## src/rtl/zone_alarm_ctrl.sv

```systemverilog
// zone_alarm_ctrl
//   Multi-zone intrusion alarm controller. A remote button arms/disarms the
//   system with release-to-act behaviour; enabled zones trigger an entry
//   delay (or the siren directly for instant zones), and the siren re-arms
//   automatically after a fixed duration.
//
// Ports
//   clk      in   clock, rising edge
//   rst      in   asynchronous reset, active-low
//   remote   in   remote button level, 1 = pressed
//   sensor   in   [NZ] per-zone sensor level, 1 = violated
//   zone_en  in   [NZ] per-zone enable
//   alarm    out  siren drive (SIREN state)
//   armed    out  armed indicator (ARMED/ENTRY/SIREN)
//   tripped  out  [NZ] zones violated since last arming
//   pending  out  entry delay running (ENTRY state)
module zone_alarm_ctrl #(
  parameter int              NZ           = 4,
  parameter logic [NZ-1:0]   INSTANT_MASK = '0,
  parameter int              ENTRY_CYC    = 8,
  parameter int              SIREN_CYC    = 16
) (
  input  logic          clk,
  input  logic          rst,
  input  logic          remote,
  input  logic [NZ-1:0] sensor,
  input  logic [NZ-1:0] zone_en,
  output logic          alarm,
  output logic          armed,
  output logic [NZ-1:0] tripped,
  output logic          pending
);

  localparam int MAXC = (ENTRY_CYC > SIREN_CYC) ? ENTRY_CYC : SIREN_CYC;
  localparam int CW   = $clog2(MAXC + 1);

  localparam logic [CW-1:0] ENTRY_LOAD = CW'(ENTRY_CYC - 1);
  localparam logic [CW-1:0] SIREN_LOAD = CW'(SIREN_CYC - 1);

  typedef enum logic [2:0] {
    S_DISARMED  = 3'd0,
    S_ARMING    = 3'd1,
    S_ARMED     = 3'd2,
    S_ENTRY     = 3'd3,
    S_SIREN     = 3'd4,
    S_DISARMING = 3'd5
  } state_t;

  state_t        r_state;
  state_t        w_next;
  logic [CW-1:0] r_cnt;
  logic [CW-1:0] w_cnt_next;
  logic [NZ-1:0] r_tripped;
  logic [NZ-1:0] w_tripped_next;
  logic [NZ-1:0] w_act;
  logic [NZ-1:0] w_inst;
  logic          w_any_act;
  logic          w_any_inst;

  assign w_act      = sensor & zone_en;
  assign w_inst     = w_act & INSTANT_MASK;
  assign w_any_act  = |w_act;
  assign w_any_inst = |w_inst;

  always_ff @(posedge clk or negedge rst) begin
    if (!rst) begin
      r_state   <= S_DISARMED;
      r_cnt     <= '0;
      r_tripped <= '0;
    end else begin
      r_state   <= w_next;
      r_cnt     <= w_cnt_next;
      r_tripped <= w_tripped_next;
    end
  end

  // The counter is loaded on the edge that enters ENTRY/SIREN, so the
  // terminal test (cnt == 0) sits in the state that owns the countdown.
  always_comb begin
    w_next         = r_state;
    w_cnt_next     = r_cnt;
    w_tripped_next = r_tripped;
    case (r_state)
      S_DISARMED: begin
        if (remote) begin
          w_next         = S_ARMING;
          w_tripped_next = '0;
        end
      end
      S_ARMING: begin
        if (!remote) w_next = S_ARMED;
      end
      S_ARMED: begin
        w_tripped_next = r_tripped | w_act;
        if (remote) begin
          w_next     = S_DISARMING;
          w_cnt_next = '0;
        end else if (w_any_inst) begin
          w_next     = S_SIREN;
          w_cnt_next = SIREN_LOAD;
        end else if (w_any_act) begin
          w_next     = S_ENTRY;
          w_cnt_next = ENTRY_LOAD;
        end
      end
      S_ENTRY: begin
        w_tripped_next = r_tripped | w_act;
        if (remote) begin
          w_next     = S_DISARMING;
          w_cnt_next = '0;
        end else if (w_any_inst || (r_cnt == '0)) begin
          w_next     = S_SIREN;
          w_cnt_next = SIREN_LOAD;
        end else begin
          w_cnt_next = r_cnt - 1'b1;
        end
      end
      S_SIREN: begin
        w_tripped_next = r_tripped | w_act;
        if (remote) begin
          w_next     = S_DISARMING;
          w_cnt_next = '0;
        end else if (r_cnt == '0) begin
          w_next = S_ARMED;
        end else begin
          w_cnt_next = r_cnt - 1'b1;
        end
      end
      S_DISARMING: begin
        if (!remote) w_next = S_DISARMED;
      end
      default: begin
        w_next     = S_DISARMED;
        w_cnt_next = '0;
      end
    endcase
  end

  assign alarm   = (r_state == S_SIREN);
  assign armed   = (r_state == S_ARMED) || (r_state == S_ENTRY) || (r_state == S_SIREN);
  assign pending = (r_state == S_ENTRY);
  assign tripped = r_tripped;

endmodule
```

## config.mk

```make
export PLATFORM = sky130hd
export DESIGN_NAME = zone_alarm_ctrl
export DESIGN_NICKNAME = d
export VERILOG_FILES = /design/src/rtl/zone_alarm_ctrl.sv
export SDC_FILE = /design/constraint.sdc
export NUM_CORES = 1
export LEC_CHECK = 0
export BUFFER_PORTS_ARGS = -buffer_cell sky130_fd_sc_hd__buf_2
export CAP_MARGIN = 20
export CORE_MARGIN = 3
export CORE_UTILIZATION = 35
export CTS_CLUSTER_DIAMETER = 80
export DETAILED_ROUTE_END_ITERATION = 7
export GPL_TIMING_DRIVEN = 0
export PLACE_DENSITY = 0.57
export SYNTH_ARGS = -nofsm -noshare
export SYNTH_HDL_FRONTEND = slang
export SYNTH_SLANG_ARGS = --single-unit
```

## constraint.sdc

```tcl
create_clock -name clk -period 1.62 [get_ports clk]
set_input_delay 0.405 -clock clk [delete_from_list [all_inputs] [get_ports clk]]
set_output_delay 0.405 -clock clk [all_outputs]
set_load 0.03 [all_outputs]
```

Yosys cells after proc, flatten, opt, wreduce, memory -nomap -nowiden:

Cells that the tools add are included.

* register bits: 12
* bits in latches: 0
* RAM bits: 0
* ROM bits: 0
* input port bits: 11
* output and inout bits: 7
* memories: 0

* add/sub/neg operators: 1
* multiply operators: 0
* divide/modulo/power cells: 0
* magnitude comparators: 0
* eq/ne operators: 12
* shift operators: 0
* muxes and demuxes: 19
* bitwise gates (word level): 3
* reduce and logical (&&, ||, !) cells: 11

Operators with widths (count)
* two-way mux 5 bit: 6
* two-way mux 3 bit: 9
* one-hot mux 5 bit (4 select lines): 1
* one-hot mux 3 bit (6 select lines): 1
* one-hot mux 4 bit (2 select lines): 1
* == test 3 x 2 -> 1 bit, second input constant: 2
* == test 3 bit, second input constant: 2
* inequality test 2 bit, second input constant: 3
* inequality test 3 x 2 -> 1 bit, second input constant: 2
* inequality test 3 bit, second input constant: 2
* AND reduction 6 bit: 1
* OR reduction 3 bit: 2
* logical NOT 5 bit: 1
* subtractor 5 x 1 -> 5 bit, second input constant: 1
* bitwise AND 4 bit: 1
* two-way mux 4 bit: 1
* OR 4 bit: 1
* OR reduction 4 bit: 1
* == test 3 x 1 -> 1 bit, second input constant: 1
* logical NOT 3 bit: 1
* AND reduction 3 bit: 1
* logical OR 1 bit: 2
* AND reduction 2 bit: 1
* nonzero test 2 bit: 1
* inverter 1 bit: 1

Logic depth before layout (Yosys ltp):

Gate-level depths: netlist of run 1.

* depth in word-level cells: 5
* gate-level depth with buffers: 6

Least setup slack after synthesis of run 1:

OpenSTA, ideal clock, no wires.

* path kind: register to register
* start point: register r_cnt[0]
* end point: register r_cnt[3]
* data arrival time: 1.418 ns
* required time: 1.490 ns
* slack: 0.072 ns
* stages on the path, launching flop included: 7
* path buffers: 0
* clock period less this slack: 1.548 ns
* cell sequence: dfrtp_1 -> inv_1 -> ha_1 -> nor4b_4 -> nor3b_1 -> a211o_2 -> o221ai_2

* word-level cells in the longest chain between the ends: 4
* elaborated cells between the ends (all ways): 9
* classes of those cells: add/sub (1); eq/ne (1); mux (5); reduce/logical (2)

RTL lines
* start: declaration: RTL line 51 `logic [CW-1:0] r_cnt;`
* start signal: assignment: RTL line 72 `r_cnt <= w_cnt_next;`
* subtractor 5 x 1 -> 5 bit / logical NOT 5 bit (equally long branches)
* two-way mux 5 bit, on equally long branches: RTL line 123, 111
* two-way mux 5 bit, on equally long branches: RTL line 120, 108
* one-hot mux 5 bit (4 select lines): RTL line 83 `case (r_state)`

Several ways; a longest one is shown, not always the timed one. The select of a mux whose other input is x is not followed.
A chain may end at the register's enable or synchronous reset.

Final worst setup path of run 1:

* start point: register r_state[0]
* end point: output alarm

* word-level cells in the longest chain between the ends: 1

RTL lines
* start: declaration: RTL line 49 `state_t r_state;`
* start signal: assignment: RTL line 71 `r_state <= w_next;`
* == test 3 bit: RTL line 139 `assign alarm = (r_state == S_SIREN);`
* end: declaration: RTL line 28 `output logic alarm,`

No other way between the ends.

==> results of run 1 <==
-- flip-flops by register name (all words and copies together) (netlist names) --
| register | cells |
|---|---|
| r_state | 3 |
| r_cnt | 5 |
| tripped | 4 |
-- cell type report --
class | instances | area, sq um | area share, %
multi-input combinational | 55 | 462 | 42.5
sequential | 12 | 300 | 27.6
timing repair buffer | 29 | 194 | 17.9
clock buffer | 4 | 36.3 | 3.34
inverter | 9 | 33.8 | 3.11
tap | 27 | 33.8 | 3.11
buffer | 4 | 26.3 | 2.42
-- worst paths after layout --
check	startpoint	to	slack (ns)	depth (start not counted)
max	r_state[0]	alarm	-0.09	3
min	rst	tripped[1]	0.005	1
max reg2reg	r_state[0]	r_cnt[3]	0.01	5
min reg2reg	tripped[1]	tripped[1]	0.50	2
max in group asynchronous	rst	r_cnt[1]	1.40	1
min in group clk	zone_en[2]	tripped[2]	0.39	3
-- stage by stage --
stage	hold WS (ns)	util (%)	setup slack, ns	std cells	total power, mW
global placement	0.304	43.9	-0.114	124	1.46
floorplan	0.109	-	0.0723	80	1.25
detailed placement	0.306	43.9	-0.124	124	1.48
CTS	0.0124	49.4	-0.0704	133	1.87
finish	0.00543	54.3	-0.0910	140	2.06
global route	0.0171	54.3	-0.134	140	2.20
-- critical path: cells and delay by family (launching register included) --
family                 cells  cell delay [ns]
flip-flops                 1             0.42
buffers and inverters      2             0.21
AND/OR/NAND/NOR            1             0.41
-- layer usage --
layer / wire length (microns) / part of all wire [%] / vias to the layer above / global-route usage, %
met3: 54 / 2.9 / 2 / 2.56
met2: 939 / 50 / 10 / 21.5
met1: 870 / 46 / 365 / 19.6
li1: - / - / 366 / -
met5: 0 / 0 / - / 0
met4: 8 / 0.43 / 0 / 4.26
-- power breakdown --
part / internal [mW] / total, mW / switching (mW) / leakage (nW)
clock: 0.136 / 0.240 / 0.104 / 0.0210
combinational: 0.615 / 1.33 / 0.715 / 0.345
sequential: 0.407 / 0.487 / 0.0799 / 0.154
total: 1.16 / 2.06 / 0.898 / 0.520
-- Yosys cell counts, types with 2 or more instances --
cell type | number | area [sq um]
dfrtp_1 | 12 | 300
inv_1 | 9 | 33.8
nor2_1 | 8 | 30.0
a31oi_1 | 6 | 37.5
a21oi_1 | 5 | 25.0
buf_2 | 4 | 20.0
a211oi_1 | 3 | 22.5
a22oi_1 | 2 | 15.0
nand2_1 | 2 | 7.51
nand3b_1 | 2 | 15.0
nor4b_1 | 2 | 17.5
o21bai_1 | 2 | 15.0
o22ai_1 | 2 | 12.5
o2bb2ai_1 | 2 | 17.5
-- cell families (layout without fill, tap and decap cells) --
group           count (synthesis)  after routing  share of synthesized area [%]
fa+ha+maj                       1              1                           1.64
compound gates                 30             30                           30.6
buf+inv                        13             46                           7.07
flops                          12             12                           39.5
mux                             1              1                           1.32
simple gates                   23             23                           19.9
-- repair_timing --
| item | CTS | global route |
|---|---|---|
| buffers inserted | 5 | 7 |
| endpoints found under the setup margin | 8 | 10 |
| pin swaps | 1 | 4 |
| resized for setup | 12 | 10 |
==> impl_metrics.toml, run 1 <==
[finish]
mostFrequentLayoutCells = "17 x buf_2, 12 x dfrtp_1, 12 x buf_4, 8 x nor2_1"
stdcell_area_sq_um = 1090
mostFrequentLayoutCell = "buf_2"
drive_above_1_share_pct = 50.4
design.final.nets = 126
filler_cell_count = 193
area_growth_syn_to_layout_pct = 42.8
insertedDiodeCount = 0

[timing]
final-setup-viol-count = 3
postLayoutSetupSlackWorst_ns = -0.0910
fmaxAchievable_mhz = 584
final_hold_vio_count = 0
max_slew.worst_pin.slew_ns = 0.414
crit_path_time_final_ns = 1.71
timing.final.max_slew_violations = 0
slew_headroom_pct = 72.3
finalCritPeriodShare_pct = 106
fin_setup_tns_ns = -0.195
grt_setup_unrepaired = "true"
clock_skew_ns = 0.00232

[synth]
synth_warnings = 0
synth-async-reset-ratio_pct = 100
synth-edff-count = 0
syn_inst = 80
synth_flop_cell = "dfrtp_1"
synthDistinctLibCells = 33
share_of_the_yosys_chip_area_belonging_to_registers_pct = 39.5
synth.avg_cell_area_sq_um = 9.51
synth.net_count = 92
synth_cell_area_sq_um = 761
postSynthRegisterBits = 12

[drt]
post_drt_wl_per_cell_microns = 13.4
drtPass1Iterations = 4
drtAntennaViolNets = 0
detailroute.via_count = 743
routed_wl_mm = 1.87
drc_errors = 0
first_drt_iteration_drcs = 10
route.detailed.vias_per_inst = 5.31

[worst_setup_path]
critical_path.max_stage_delay_ns = 0.42
crit_path_start_kind = "register"
timing.critical_path.to_type = "primary output"
cell_by_cell_listing_of_the_critical_path = "or3b_4, inv_2, buf_6"
path_max_fanout = 4
worstSetupPathType = "reg2out"
worst_ep_arrival_time_ns = 1.31
crit_required_ns = 1.21
crit_slowest_cell = "dfrtp_1"

[pwr]
peakVddDrop_uv = 925
power_leakage_nw = 0.520
power_per_cell_area_nw_per_um2 = 1890

[run]
max_cap_violations = 0

[placement]
detailedPlacementHpwl_mm = 1.24
finalWeightedCongestion = 0.706
postPlaceCellArea_sq_um = 880
buffer_ports.inserted = 17

[cts]
cts-root-buf = "clkbuf_4"
tritoncts = "yes"
cts_hold_buf = 0
total_clock_buffers_created_by_cts = 3
clock-sinks = 12
cts.clk_slew.worst_paths_ns = 0.08
htree_levels = 1
cts-root-to-sink-buffers = 2
worst_skew_late_latency_ns = 0.27

[die]
core_area_sq_um = 2000
die_height_microns = 52.6
design.die.area_sq_um = 2770
initial_utilization_pct = 38.0
die_x_microns = 52.6
io_count = 18
fp-row-count = 16

[grt]
first_global_vias = 631
grt_remaining_overflow = 0
antenna_found_initial = 0
grt_max_degree = 13
grt_pass1_wl_mm = 2.87
global_route.usage.total_pct = 14.0

[outcome]
failed_checks = "negative setup slack"
run_status = "finished, violations left"

[hold_path]
min-delay-path-class = "in2async"
No activity file was read; power rests on OpenSTA's default activity.
==> inputs of run 2 (changes only) <==
Settings changed: CORE_MARGIN 3 to default.
==> impl_metrics.toml, run 2 (synthesis gave the netlist of run 1 again) <==
[worst_setup_path]
r2r_slack_ns = 0.01
worst_ep_arrival_time_ns = 1.29
crit_required_ns = 1.21
timing.critical_path.from = "r_state[0]"
timing.rr.start = "r_state[0]"
worstSetupPathType = "reg2out"
path_max_fanout = 4
critPathBufInv = 1
crit_slowest_cell = "dfrtp_1"
r2r.worst_path.cells = 4
cell_by_cell_listing_of_the_critical_path = "or3b_4, nand2_2, buf_6"
critical-path-top-delay-family = "simple AND/OR/NAND/NOR gates"
crit_path_start_kind = "register"
critical_path.max_stage_delay_ns = 0.41
crit-reg2reg-capture = "r_cnt[3]"
critical_path_depth = 3
timing.critical_path.to_type = "primary output"
crit_end = "armed"

[die]
die_height_microns = 48.6
core_area_sq_um = 2000
fp-row-count = 16
initial_utilization_pct = 38.0
die_x_microns = 48.6
design.die.area_sq_um = 2360
io_count = 18

[cts]
clock-sinks = 12
worst_skew_late_latency_ns = 0.27
cts-root-to-sink-buffers = 2
total_clock_buffers_created_by_cts = 3
cts-root-buf = "clkbuf_4"
tritoncts = "yes"
htree_levels = 1
cts.clk_slew.worst_paths_ns = 0.08

[placement]
detailedPlacementHpwl_mm = 1.20
finalWeightedCongestion = 0.726
place.detailed.instances = 124
buffer_ports.inserted = 17

[timing]
clock_skew_ns = 0.00486
postLayoutSetupSlackWorst_ns = -0.0737
slew_headroom_pct = 66.8
max_slew.worst_pin.slew_ns = 0.491
grt_setup_unrepaired = "true"
final-setup-viol-count = 3
timing.final.max_slew_violations = 0
fmaxAchievable_mhz = 590
final_hold_vio_count = 0
fin_setup_tns_ns = -0.165
worst_hold_slack_ns = 0.385
crit_path_time_final_ns = 1.69
finalCritPeriodShare_pct = 105

[grt]
antenna_found_initial = 0
first_global_vias = 599
grt_remaining_overflow = 0
global_route.usage.total_pct = 14.2
grt_pass1_wl_mm = 2.57
grt_max_degree = 13

[drt]
first_drt_iteration_drcs = 4
route.detailed.vias_per_inst = 5.25
detailroute.via_count = 714
post_drt_wl_per_cell_microns = 11.6
drtPass1Iterations = 4
routed_wl_mm = 1.58
drtAntennaViolNets = 0
drc_errors = 0

[finish]
mostFrequentLayoutCells = "17 x buf_2, 12 x dfrtp_1, 8 x nor2_1, 7 x inv_1, 7 x buf_4"
insertedDiodeCount = 0
design.final.nets = 122
largest_reg_by_ff_count = "r_cnt"
area_growth_syn_to_layout_pct = 33.4
largest_register_ff_count = 5
final-instance-count-excl-fill = 136
mostFrequentLayoutCell = "buf_2"
drive_above_1_share_pct = 40.4

[outcome]
failed_checks = "negative setup slack"
run_status = "finished, violations left"

[run]
max_cap_violations = 0

[pwr]
power_per_cell_area_nw_per_um2 = 1880
power_leakage_nw = 0.490
peakVddDrop_uv = 802

[hold_path]
min-delay-path-class = "in2reg"
run 2: worst min path at each step:
stage	slack [ns]	cells past startpoint	end	startpoint
global route	0.39	3	tripped[1]	zone_en[1]
finish	0.39	3	tripped[1]	zone_en[1]
detailed placement	0.30	1	r_cnt[4]	rst
global placement	0.30	1	r_cnt[4]	rst
CTS	0.38	3	tripped[1]	zone_en[1]
floorplan	0.11	0	r_cnt[0]	rst
run 2: power by group:
group,total [mW],switching [mW],internal (mW)
sequential,0.479,0.0715,0.407
clock,0.237,0.101,0.137
combinational,1.19,0.653,0.539
total,1.91,0.825,1.08
run 2: area by class of cell:
cell class                      instances  area [sq um]
Timing Repair Buffer                   25           166
Tap cell                               27          33.8
Clock buffer                            4          36.3
Sequential cell                        12           300
Fill cell                             201           987
Inverter                                9          33.8
Buffer                                  4          26.3
Multi-Input combinational cell         55           418
run 2: metal layers:
metal	GRT usage [%]	up-vias	wire length, microns
li1	-	356	-
met1	18.5	339	766
met2	22.7	15	752
met3	2.20	4	40
met4	7.35	0	25
met5	0	-	0
run 2: through the flow:
stage	setup slack (ns)	area (sq um)	utilization (%)	total power [mW]
global placement	-0.130	880	43.9	1.46
CTS	-0.0741	998	49.9	1.88
floorplan	0.0723	761	-	1.25
finish	-0.0737	1010	50.7	1.91
global route	-0.125	1010	50.7	2.04
detailed placement	-0.0983	880	43.9	1.47
run 2: tightest hold or removal path: stages:
cell and delay (ns):
buf_2 0.09, a31oi_1 0.06, nor2_1 0.07
run 2: what timing repair did:
item                                    in CTS  in global routing
gates cloned                                 0                  0
resized for setup                           10                  4
endpoints found under the setup margin       8                 15
endpoints found under the hold margin       12                  0
hold buffers                                 1                  0
buffers inserted                             6                  1
pin swaps                                    1                  0
==> inputs of run 3 (changes only) <==
==> constraint.sdc (replaced) <==
create_clock -name clk -period 1.62 [get_ports clk]
set_input_delay 0.243 -clock clk [delete_from_list [all_inputs] [get_ports clk]]
set_output_delay 0.243 -clock clk [all_outputs]
set_load 0.03 [all_outputs]
==> impl_metrics.toml, run 3 (synthesis gave the netlist of run 1 again) <==
[grt]
grt_remaining_overflow = 0
grt_pass1_wl_mm = 2.49
grt_max_degree = 13
global_route.usage.total_pct = 13.8
first_global_vias = 580
antenna_found_initial = 0

[die]
die_x_microns = 48.6
fp-row-count = 16
initial_utilization_pct = 38.0
design.die.area_sq_um = 2360
core_area_sq_um = 2000
die_height_microns = 48.6
io_count = 18

[worst_setup_path]
worstSetupPathType = "reg2out"
worst_ep_arrival_time_ns = 1.35
crit_required_ns = 1.38
path_max_fanout = 5
crit-reg2reg-capture = "r_cnt[4]"
crit_path_start_kind = "register"
r2r_slack_ns = 0.06
r2r.worst_path.cells = 7
timing.critical_path.to_type = "primary output"
timing.rr.start = "r_cnt[0]"

[timing]
postLayoutSetupSlackWorst_ns = 0.0227
slew_headroom_pct = 72.7
worst_hold_slack_ns = 0.226
final_hold_vio_count = 0
final-setup-viol-count = 0
crit_path_time_final_ns = 1.60
timing.final.max_slew_violations = 0
clock_skew_ns = 0.00123
fmaxAchievable_mhz = 626
grt_setup_unrepaired = "true"
max_slew.worst_pin.slew_ns = 0.408
fin_setup_tns_ns = 0
finalCritPeriodShare_pct = 98.6

[hold_path]
min-delay-path-class = "in2reg"
hold_path_depth = 3
hold_ep = "tripped[1]"
timing.hold.worst.start = "zone_en[1]"

[drt]
drc_errors = 0
route.detailed.vias_per_inst = 5.28
drtAntennaViolNets = 0
detailroute.via_count = 707
drtPass1Iterations = 4
first_drt_iteration_drcs = 6
post_drt_wl_per_cell_microns = 12.5
routed_wl_mm = 1.67

[cts]
cts-root-to-sink-buffers = 2
htree_levels = 1
tritoncts = "yes"
worst_skew_late_latency_ns = 0.27
clock-sinks = 12
total_clock_buffers_created_by_cts = 3
cts-root-buf = "clkbuf_4"
cts.clk_slew.worst_paths_ns = 0.07

[placement]
finalWeightedCongestion = 0.726
buffer_ports.inserted = 17
place.detailed.instances = 124
pre_cts_slack_ns = -0.0983
detailedPlacementHpwl_mm = 1.20

[finish]
final-instance-count-excl-fill = 134
largest_reg_by_ff_count = "r_cnt"
area_growth_syn_to_layout_pct = 35.2
largest_register_ff_count = 5
drive_above_1_share_pct = 43.9
insertedDiodeCount = 0
design.final.nets = 120
mostFrequentLayoutCells = "16 x buf_2, 12 x dfrtp_1, 8 x nor2_1"
mostFrequentLayoutCell = "buf_2"

[pwr]
peakVddDrop_uv = 873
power_per_cell_area_nw_per_um2 = 1880
total_power_mw = 1.93
power_leakage_nw = 0.489

[outcome]
run_status = "finished clean"

[run]
max_cap_violations = 0
==> run 3: changes by cell type in the layout (fill, tap and decap cells not counted), moves of 2 or more <==
cell / delta
buf_6: -2
o2bb2ai_1: -2
o2bb2ai_2: +2
clkbuf_4: +2
==> run 3: metrics by stage <==
step | util, % | instance area, sq um
detailed placement | 43.9 | 880
finish | 51.4 | 1030
global placement | 43.9 | 880
floorplan | - | 761
global route | 51.4 | 1030
CTS | 47.8 | 957
==> run 3: power breakdown <==
group / switching, mW / leakage (nW) / internal (mW) / total (mW)
Clock: 0.0981 / 0.0210 / 0.137 / 0.235
Sequential: 0.0822 / 0.154 / 0.408 / 0.490
Combinational: 0.669 / 0.314 / 0.539 / 1.21
Total: 0.850 / 0.489 / 1.08 / 1.93
==> run 3: worst max-delay path by stage <==
stage          startpoint       end  slack (ns)  depth (start not counted)
4_1_cts        r_state[0]  r_cnt[3]       -0.01                          4
2_1_floorplan    r_cnt[0]  r_cnt[3]        0.07                          6
5_1_grt        r_state[1]     armed       -0.03                          3
6_report       r_state[1]     armed        0.02                          3
3_3_place_gp     r_cnt[0]  r_cnt[3]        -0.1                          6
3_5_place_dp     r_cnt[0]  r_cnt[3]        -0.1                          6
==> run 3: cell type report <==
type                            instances  area, sq um
Buffer                                  4         25.0
Clock buffer                            4         36.3
Fill cell                             198          973
Inverter                                9         33.8
Multi-Input combinational cell         55          452
Sequential cell                        12          300
Tap cell                               27         33.8
Timing Repair Buffer                   23          148
==> run 3: routing by layer <==
| metal | track usage, % | share of wire [%] | vias to the layer above |
|---|---|---|---|
| met4 | 7.35 | 1.7 | 0 |
| met3 | 2.20 | 2.8 | 4 |
| met1 | 18.5 | 47 | 334 |
| met5 | 0 | 0 | - |
| li1 | - | - | 350 |
| met2 | 21.1 | 49 | 19 |
==> run 3: repair_timing <==
item,CTS,global route
setup buffers,3,2
setup endpoints to repair,7,11
hold endpoints to repair,12,0
pin swaps,0,5
hold buffers,1,0
resized for setup,3,16
==> run 3: critical path, stage by stage, from the launching register on <==
cell     delay (ns)
dfrtp_1        0.41
or3b_4         0.46
nand2_2        0.08
buf_6          0.12
